## config.mk

```make
export PLATFORM = sky130hd
export DESIGN_NAME = axis_word_to_byte
export DESIGN_NICKNAME = d
export VERILOG_FILES = /design/src/rtl/axis_word_to_byte.sv
export SDC_FILE = /design/constraint.sdc
export NUM_CORES = 1
export LEC_CHECK = 0
export CORE_UTILIZATION = 30
export DETAILED_ROUTE_END_ITERATION = 8
export PLACE_DENSITY = 0.54
export SLEW_MARGIN = 20
export SYNTH_ARGS = -nofsm -noshare
export SYNTH_HDL_FRONTEND = slang
export SYNTH_SLANG_ARGS = --single-unit
export TNS_END_PERCENT = 5
```

## constraint.sdc

```tcl
create_clock -name clk -period 4.3 [get_ports clk]
set_input_delay 0.645 -clock clk [delete_from_list [all_inputs] [get_ports clk]]
set_output_delay 0.645 -clock clk [all_outputs]
set_load 0.05 [all_outputs]
```

## src/rtl/axis_word_to_byte.sv

```systemverilog
// 32-bit keep/last AXI-stream to 8-bit AXI-stream serialiser with per-packet
// byte count. A one-byte hold stage lets a trailing keep-0 tlast word retag it.
module axis_word_to_byte (
  input  logic        clk,
  input  logic        rst,
  output logic        i_tready,
  input  logic        i_tvalid,
  input  logic [31:0] i_tdata,
  input  logic [3:0]  i_tkeep,
  input  logic        i_tlast,
  input  logic        o_tready,
  output logic        o_tvalid,
  output logic [7:0]  o_tdata,
  output logic        o_tlast,
  output logic        o_pkt_done,
  output logic [31:0] o_pkt_len,
  output logic        o_empty_pkt
);

  logic [31:0] wdata_q, wdata_d;
  logic [3:0]  rem_q, rem_d;
  logic        lastp_q, lastp_d;
  logic        hvalid_q, hvalid_d;
  logic [7:0]  hdata_q, hdata_d;
  logic [31:0] cnt_q, cnt_d;
  logic [31:0] len_q, len_d;
  logic        done_q, done_d;
  logic        empty_q, empty_d;

  logic        in_hs, out_hs;
  logic [31:0] cnt_inc;
  logic [1:0]  lane;

  function automatic logic [1:0] low_lane(input logic [3:0] m);
    logic [1:0] idx;
    idx = 2'd0;
    for (int k = 3; k >= 0; k--)
      if (m[k]) idx = 2'(k);
    return idx;
  endfunction

  assign i_tready    = (rem_q == 4'd0) & ~lastp_q;
  // Last byte of a word waits until we know whether it ends the packet.
  assign o_tvalid    = hvalid_q & ((rem_q != 4'd0) | lastp_q);
  assign o_tlast     = lastp_q & (rem_q == 4'd0);
  assign o_tdata     = hdata_q;
  assign o_pkt_done  = done_q;
  assign o_pkt_len   = len_q;
  assign o_empty_pkt = empty_q;

  assign in_hs   = i_tvalid & i_tready;
  assign out_hs  = o_tvalid & o_tready;
  assign cnt_inc = (&cnt_q) ? cnt_q : cnt_q + 32'd1;
  assign lane    = low_lane(rem_q);

  always_comb begin
    wdata_d  = wdata_q;
    rem_d    = rem_q;
    lastp_d  = lastp_q;
    hvalid_d = hvalid_q;
    hdata_d  = hdata_q;
    cnt_d    = cnt_q;
    len_d    = len_q;
    done_d   = 1'b0;
    empty_d  = 1'b0;

    // i_tready implies rem_q == 0, so loading never collides with a refill.
    if (in_hs) begin
      wdata_d = i_tdata;
      rem_d   = i_tkeep;
      if (i_tlast) begin
        if ((i_tkeep != 4'd0) || hvalid_q) begin
          lastp_d = 1'b1;
        end else begin
          empty_d = 1'b1;
          cnt_d   = 32'd0;
        end
      end
    end

    if (out_hs) begin
      hvalid_d = 1'b0;
      cnt_d    = cnt_inc;
      if (o_tlast) begin
        len_d   = cnt_inc;
        cnt_d   = 32'd0;
        lastp_d = 1'b0;
        done_d  = 1'b1;
      end
    end

    if ((~hvalid_q | out_hs) && (rem_q != 4'd0)) begin
      hdata_d  = wdata_q[{lane, 3'b000} +: 8];
      rem_d    = rem_q & (rem_q - 4'd1);
      hvalid_d = 1'b1;
    end
  end

  always_ff @(posedge clk or posedge rst) begin
    if (rst) begin
      wdata_q  <= '0;
      rem_q    <= '0;
      lastp_q  <= 1'b0;
      hvalid_q <= 1'b0;
      hdata_q  <= '0;
      cnt_q    <= '0;
      len_q    <= '0;
      done_q   <= 1'b0;
      empty_q  <= 1'b0;
    end else begin
      wdata_q  <= wdata_d;
      rem_q    <= rem_d;
      lastp_q  <= lastp_d;
      hvalid_q <= hvalid_d;
      hdata_q  <= hdata_d;
      cnt_q    <= cnt_d;
      len_q    <= len_d;
      done_q   <= done_d;
      empty_q  <= empty_d;
    end
  end

endmodule

```

==> qor.csv <==
metric;value;unit
dpl-instance-area;0.006700;mm2
yosysUniqueCellTypes;57;
root_buffer;clkbuf_16;
dpl.hpwl;9.754;mm
gp_congestion;0.7964;
final_nets;658;
dr.pass1.iters;7;
tns;0;ns
die-area;0.01955;mm2
cp_max_fo;7;
finalCritPeriodShare;71.11;%
path_class;reg2out;
ys.flop_type;dfrtp_1;
area_growth;23.07;%
globalRouteOverflowTotal;0;
setup_ws;1.242;ns
p_int;0.002589;W
synth-seq-cells;112;
crit_start;rem_q[0];
core_area;0.01864;mm2
ant_nets;0;
cts_setup_buffers;0;
p_switching;0.001638;W
detail_route.wirelength;14.23;mm
clkPwrFrac;20.8;%
antenna_found_initial;0;
final.min_clock_period;3.058;ns
netlist_instances;558;
yosysWarnings;0;
setup_viol_count_final;0;
syn-num-nets;600;
viasPerCell;5.275;
slew-limit-headroom;32.93;%
status;finished clean;
cp.required;3.65;ns
clk_latency;0.36;ns
drtIter0Drc;374;
crit_arrival;2.41;ns
vias;4510;
maxCapViolations;0;
htreeDepth;3;
hp-start;o_pkt_len[20];
grt_pass1_vias;4535;
reg2reg_from;rem_q[0];
peakVddDrop;0.3109;mV
hold_violations;0;
pre_cts_ws;1.356;ns
switching_share;38.75;%
wire_per_inst;16.64;um
clock-sinks;112;
track_usage;15.41;%
power.density;602.6;mW/mm2
initial_core_util;30.57;%
synth-edff-count;0;
grt_max_degree;82;
finalInstanceArea;0.007014;mm2
holdWs;0.4826;ns
grt_pass1_wl;23.67;mm
total_leakage_power;2.773;nW
die_w;139.8;um
die_h;139.8;um
ys_seq_area_share;49.18;%
io_buffers;85;
io_pins;86;
max_freq;327.1;MHz
async_flop_share;100.0;%
hold_buffers;0;
layout-drive-gt1-share;13.69;%
rsz0062_at_grt;false;
tightest_slew;1.003;ns
end_kind;output port;
cts_resized;0;
postSynthAreaPerCell;10.21;um2
power_frac_seq;35.8;%
synth_area;0.005699;mm2
skew;0.01027;ns
clock_path_buffers;2;
rows;50;
cts_made_buffers;9;
drcViolationCount;0;
final-max-slew-violation-count;0;
hold_path_class;reg2reg;
cts_tree;done;
critPathLaunchType;register;
antenna_cells;0;
comb_power_share;43.4;%
clkSlewWorstSetupHoldPaths;0.07;ns
[path summary, 6_finish.rpt]
| kind | slack (ns) | depth (start not counted) | to |
|---|---|---|---|
| max | 1.24 | 3 | i_tready |
| min | 0.48 | 2 | o_pkt_len[20] |
| max reg2reg | 1.65 | 5 | cnt_q[1] |
| min reg2reg | 0.48 | 2 | o_pkt_len[20] |
| max in group asynchronous | 2.71 | 3 | wdata_q[6] |
| min in group asynchronous | 0.78 | 2 | wdata_q[29] |
[critical path: stages (launching register included)]
cell,delay (ns)
dfrtp_1,0.44
or4_4,0.58
nor2_1,0.19
clkdlybuf4s50_1,0.84
[logic make-up after synthesis]
kind of cell	count (synthesis)	synth area share (%)
flops	112	49.18
buf+inv	58	4.303
compound gates	117	13.15
xor+xnor	21	3.227
fa+ha+maj	1	0.2195
mux	49	11.24
simple gates	200	18.68
[per-layer routing]
metal / up-vias / wire length, um / track usage [%]
li1: 2165 / - / -
met1: 2188 / 6710 / 20.93
met2: 141 / 6486 / 23.82
met3: 16 / 829 / 3.957
met4: 0 / 202 / 5.147
met5: - / 0 / 0
[Yosys cell counts, types with 2 or more instances]
library cell | instances | area [um2]
nand3_1 | 35 | 175.2
a41oi_1 | 2 | 17.52
a22o_1 | 7 | 61.31
clkbuf_1 | 26 | 97.59
or3_1 | 11 | 68.82
nand2_1 | 61 | 229.0
and4_1 | 8 | 70.07
mux4_2 | 8 | 180.2
nand4_1 | 17 | 106.4
or4_4 | 2 | 22.52
inv_1 | 14 | 52.55
and3_1 | 5 | 31.28
xor2_1 | 4 | 35.03
nor3_1 | 7 | 35.03
nor4_1 | 2 | 12.51
o21ai_1 | 4 | 20.02
o211ai_1 | 10 | 75.07
mux2_2 | 40 | 450.4
o21ai_0 | 40 | 200.2
and2_1 | 4 | 25.02
or4_1 | 10 | 75.07
dfrtp_1 | 112 | 2803
a21oi_1 | 21 | 105.1
buf_2 | 12 | 60.06
xnor2_1 | 17 | 148.9
nor2b_1 | 3 | 18.77
o31ai_1 | 4 | 30.03
a31oi_1 | 14 | 87.58
o311ai_0 | 4 | 35.03
buf_1 | 3 | 11.26
nor2_1 | 25 | 93.84
[sequential cells by signal, summed over array words and instances, names as in the netlist]
signal       cells
cnt_q           32
hvalid_q         1
lastp_q          1
o_empty_pkt      1
o_pkt_done       1
o_pkt_len       32
o_tdata          8
rem_q            4
wdata_q         32
[metrics by stage]
stage | power (W) | cells | util [%]
2_1_floorplan | 0.002863 | 558 | -
3_3_place_gp | 0.003341 | 839 | 35.94
3_5_place_dp | 0.003383 | 839 | 35.94
4_1_cts | 0.004286 | 855 | 37.61
5_1_grt | 0.004497 | 855 | 37.62
6_report | 0.004227 | 855 | 37.62
[power groups by stage]
stage | combinational (W) | sequential (W) | clock (W)
2_1_floorplan | 0.00111 | 0.00175 | 0
3_3_place_gp | 0.00183 | 0.00151 | 0
3_5_place_dp | 0.00185 | 0.00154 | 0
4_1_cts | 0.00186 | 0.00152 | 0.000913
5_1_grt | 0.00199 | 0.00155 | 0.000957
6_report | 0.00183 | 0.00151 | 0.000881
[cell type report]
cell class,count,area [um2]
fillers,1802,11630
clock buffers,10,239.0
repair buffers,91,895.9
clock inverters,6,72.57
flip-flops and latches,112,2803
well taps,234,292.8
multi-input cells,388,2654
inverters,14,57.56
[layout by cell type (no fill, tap or decap), types with 9 or more instances in the layout]
cell type / netlist / routed
nand4_1: 17 / 17
clkdlybuf4s50_1: 0 / 85
o21ai_0: 40 / 40
a21oi_1: 21 / 21
or3_1: 11 / 11
o211ai_1: 10 / 10
inv_1: 14 / 13
nand3_1: 35 / 35
or4_1: 10 / 10
xnor2_1: 17 / 17
nor2_1: 25 / 24
mux2_2: 40 / 40
dfrtp_1: 112 / 112
clkbuf_16: 0 / 9
a31oi_1: 14 / 14
nand2_1: 61 / 61
Power figures use the tool's default switching activity.
